## src/rtl/qlal4s3b_pkg.sv

```systemverilog
// Shared widths, reset defaults and types for the cell-macro clock/reset model.
package qlal4s3b_pkg;
   localparam int DIV_W    = 8;
   localparam int RSTCNT_W = 4;

   localparam logic [DIV_W-1:0] DIV0_INIT_DEF = 8'd0;
   localparam logic [DIV_W-1:0] DIV1_INIT_DEF = 8'd11;

   typedef enum logic {
      CH0 = 1'b0,
      CH1 = 1'b1
   } chan_sel_e;

   typedef enum logic {
      ST_RST = 1'b0,
      ST_RUN = 1'b1
   } rst_st_e;

   typedef struct packed {
      logic             wr;
      logic [DIV_W-1:0] div;
   } chan_wr_t;
endpackage

```

## src/rtl/qlal4s3b_clk_div.sv

```systemverilog
// One divided-clock channel: toggle counter, boundary-aligned divisor update
// and a reset sequencer that releases on a falling toggle.
module qlal4s3b_clk_div
   import qlal4s3b_pkg::*;
#(
   parameter logic [DIV_W-1:0] DIV_INIT   = '0,
   parameter int               RST_CYCLES = 4
) (
   input  logic             clk,
   input  logic             rst_n,
   input  logic             wr,
   input  logic [DIV_W-1:0] wr_div,
   output logic             sys_clk,
   output logic             sys_rst
);
   localparam logic [RSTCNT_W-1:0] RST_LIM = RSTCNT_W'(RST_CYCLES);

   logic [DIV_W-1:0]    cnt, div, pend;
   logic                pending, clk_q;
   logic [RSTCNT_W-1:0] rcnt;
   rst_st_e             state, state_nx;
   logic                toggle, rise, fall;

   assign toggle = (cnt == div);
   assign rise   = toggle & ~clk_q;
   assign fall   = toggle &  clk_q;

   // A write landing on a falling-toggle edge must survive the clear of the
   // flag done by that same edge, so the write assignments come last.
   always_ff @(posedge clk or negedge rst_n) begin
      if (!rst_n) begin
         cnt     <= '0;
         div     <= DIV_INIT;
         pend    <= DIV_INIT;
         pending <= 1'b0;
         clk_q   <= 1'b0;
         rcnt    <= '0;
      end else begin
         if (toggle) begin
            clk_q <= ~clk_q;
            cnt   <= '0;
            if (fall && pending) begin
               div     <= pend;
               pending <= 1'b0;
            end
         end else begin
            cnt <= cnt + 1'b1;
         end
         if (wr) begin
            pend    <= wr_div;
            pending <= 1'b1;
         end
         if (state == ST_RST && rise && rcnt != RST_LIM)
            rcnt <= rcnt + 1'b1;
      end
   end

   always_ff @(posedge clk or negedge rst_n) begin
      if (!rst_n) state <= ST_RST;
      else        state <= state_nx;
   end

   always_comb begin
      state_nx = state;
      case (state)
         ST_RST:  if (fall && rcnt == RST_LIM) state_nx = ST_RUN;
         ST_RUN:  state_nx = ST_RUN;
         default: state_nx = ST_RST;
      endcase
   end

   assign sys_clk = clk_q;
   assign sys_rst = (state == ST_RST);
endmodule

```

## config.mk

```make
export PLATFORM = sky130hd
export DESIGN_NAME = qlal4s3b_clk_div
export DESIGN_NICKNAME = d
export VERILOG_FILES = /design/src/rtl/qlal4s3b_pkg.sv /design/src/rtl/qlal4s3b_clk_div.sv
export SDC_FILE = /design/constraint.sdc
export NUM_CORES = 1
export LEC_CHECK = 0
export BUFFER_PORTS_ARGS = -buffer_cell sky130_fd_sc_hd__clkbuf_2
export CORE_MARGIN = 4
export CORE_UTILIZATION = 50
export CTS_BUF_LIST = sky130_fd_sc_hd__clkbuf_4
export CTS_CLUSTER_DIAMETER = 120
export CTS_CLUSTER_SIZE = 10
export DETAILED_ROUTE_END_ITERATION = 10
export GPL_ROUTABILITY_DRIVEN = 0
export PLACE_DENSITY = 0.67
export SETUP_SLACK_MARGIN = 0.1
export SYNTH_ARGS = -nofsm -noshare
export SYNTH_HDL_FRONTEND = slang
export SYNTH_SLANG_ARGS = --single-unit
```

## constraint.sdc

```tcl
create_clock -name clk -period 2.6 [get_ports clk]
set_clock_uncertainty 0.15 [all_clocks]
set_input_delay 0.52 -clock clk [delete_from_list [all_inputs] [get_ports clk]]
set_output_delay 0.52 -clock clk [all_outputs]
set_load 0.02 [all_outputs]
```

==> metrics.txt <==
final core utilization 62.2%; # IOs 13; std cell rows 18; total CTS buffers 5; Synth area leader dfrtp_1; drt pass-1 iters 4; max-slew violation count 0; Post-CTS Hold Buffers 0; Residual DRC 0; Critical Path Source Type flop; Setup CP Type flop to flop; total track usage 15.3%; status finished, final reports clean; final setup violating endpoints 0; Clock transition at path regs 0.10 ns; Vias per Instance 5.31; Critical Path RT 2.67 ns; Clock Root Buffer clkbuf_4; synthesized area 1410 sq um; Max FO, Critical Path 8; Synth Register Bits 31; critical path capture point type flop; clock buffer depth 2; layout cells sized above 1 35.8%; Syn Nets 119; initial antenna violation count 0; Diodes inserted 0; crit path DAT 2.34 ns; Max IR drop VDD 0.000706 V; Worst Tran Pin Value 0.743 ns; Pleak 0.761 nW; Cell variety after synth 27; CTS tree yes; Max Clk Rate 440 MHz; Core Area 2570 sq um; IO buf count 12; cts repair resizes 0; Die Y 61.0 microns; final worst slack 0.327 ns; unrepaired setup endpoints after global routing no; Initial Util 54.8%; Mapped Cells 105; die width 61.0 microns; GRT Residual Overflow 0; clk_lat worst skew 0.33 ns; crit share post-route 87.4%; share of Yosys cell area claimed by the top area cell type 55.2%; Synth Area per Inst 13.4 sq um; first-pass GRT wire length 4040 microns; ranking of synthesized cells by area dfrtp_1 55%, mux2_4 8.5%, xor2_1 8.1%; nets 136; max-cap violations 0; minimum clock period 2.27 ns; largest net degree at the start of global routing 32; total wire length 2240 microns; Setup Buffers After CTS 0; Hold Crit Class input pin to asynchronous set/reset pin; power per cell area 1100 nW/um^2; Hold Violations, Final 0; pre-CTS WS 0.316 ns; routed len/inst 14.6 microns; vias in the first global route 881; Layout area overhead 13.5%; number of DRC markers in iteration 0 11; Setup TNS Final 0 ns; Clock Sinks 31; Layout fillers 220; DR vias 812; Die Footprint 3730 sq um; Slew headroom 50.5%; YS warnings 0; Seq/Total Area, Yosys 55.2%; HPWL after DPL 1620 microns; H-tree levels 2; post-route ant nets 0
flip-flops by register name, indices dropped and copies added (netlist names):
register,count
pend,8
state,1
div,8
rcnt,4
sys_clk,1
pending,1
cnt,8
power by group:
part	internal, W	switching [W]
sequential	0.000637	0.000165
clock	0.000311	0.000163
combinational	0.000275	0.000208
total	0.00122	0.000536
cell families (layout without fill, tap and decap cells):
family / Yosys count / count (layout) / share of synthesized area, %
simple gates: 27 / 27 / 11.7
xor+xnor: 18 / 18 / 11.2
mux: 17 / 17 / 15.7
buf+inv: 7 / 25 / 2.49
compound gates: 2 / 2 / 1.07
flops: 31 / 31 / 55.2
fa+ha+maj: 3 / 3 / 2.67
cell usage after synthesis:
library cell	count
dfrtp_1	31
xor2_1	13
mux2_2	9
mux2_4	8
nor2_1	7
xnor2_1	5
inv_1	4
nand3_1	4
ha_1	3
nand4_1	2
nor3_1	2
nor4_2	2
a31o_2	1
a31oi_1	1
and2_1	1
and2_2	1
and3_1	1
and3_2	1
and3b_1	1
and4_1	1
buf_2	1
buf_6	1
clkbuf_1	1
nand2_1	1
nand4b_1	1
nor2b_1	1
or2_2	1
placed cells by master (no fill, tap or decap):
| cell type | synthesis | final |
|---|---|---|
| dfrtp_1 | 31 | 31 |
| xor2_1 | 13 | 13 |
| clkbuf_2 | 0 | 12 |
| mux2_2 | 9 | 9 |
| mux2_4 | 8 | 8 |
| nor2_1 | 7 | 7 |
| clkbuf_4 | 0 | 6 |
| xnor2_1 | 5 | 5 |
| inv_1 | 4 | 4 |
| nand3_1 | 4 | 4 |
| ha_1 | 3 | 3 |
| nor4_2 | 2 | 2 |
| nand4_1 | 2 | 2 |
| nor3_1 | 2 | 2 |
| bufinv_16 | 0 | 2 |
| and2_2 | 1 | 1 |
| and3_1 | 1 | 1 |
| and2_1 | 1 | 1 |
| and3_2 | 1 | 1 |
| nand2_1 | 1 | 1 |
| nor2b_1 | 1 | 1 |
| and3b_1 | 1 | 1 |
| a31o_2 | 1 | 1 |
| and4_1 | 1 | 1 |
| a31oi_1 | 1 | 1 |
| or2_2 | 1 | 1 |
| nand4b_1 | 1 | 1 |
| buf_4 | 0 | 1 |
worst paths after layout:
kind,slack [ns],endpoint,cells past startpoint,startpoint
setup / recovery,0.33,div[0]$_DFFE_PN0P_,4,cnt[4]$_DFF_PN0_
hold / removal,0.09,cnt[4]$_DFF_PN0_,1,rst_n
setup reg to reg,0.33,div[0]$_DFFE_PN0P_,4,cnt[4]$_DFF_PN0_
hold reg to reg,0.34,rcnt[3]$_DFFE_PN0P_,1,rcnt[3]$_DFFE_PN0P_
max in group asynchronous,1.74,sys_clk$_DFFE_PN0N_,1,rst_n
min in group clk,0.27,pend[6]$_DFFE_PN0P_,2,wr_div[6]
per-layer routing:
layer	vias up	GRT usage, %	share of wire, %
met4	0	5.57	0.67
met2	19	24.0	47
met1	397	18.6	46
met3	2	7.13	6.1
met5	-	0	0
li1	394	-	-
critical path: stages (launching register included):
cell	delay [ns]
dfrtp_1	0.45
xor2_1	0.17
nor4_2	0.47
and4_1	0.58
mux2_4	0.34
final cells by class:
| class | count | area (sq um) | share of cell area (%) |
|---|---|---|---|
| Sequential cell | 31 | 776 | 48.6 |
| Multi-Input combinational cell | 67 | 596 | 37.3 |
| Timing Repair Buffer | 13 | 67.6 | 4.23 |
| Clock inverter | 2 | 60.1 | 3.76 |
| Clock buffer | 6 | 45.0 | 2.82 |
| Tap cell | 30 | 37.5 | 2.35 |
| Inverter | 4 | 15.0 | 0.940 |
through the flow:
| stage | instance area [sq um] | hold WS [ns] | total power, W | instances |
|---|---|---|---|---|
| after floorplan | 1410 | 0.0744 | 0.00116 | 105 |
| after global placement | 1490 | 0.307 | 0.00128 | 145 |
| after detailed placement | 1490 | 0.322 | 0.00130 | 145 |
| after CTS | 1600 | 0.101 | 0.00179 | 153 |
| after global routing | 1600 | 0.129 | 0.00189 | 153 |
| final | 1600 | 0.0874 | 0.00176 | 153 |
(Power assumes the default switching activity.)
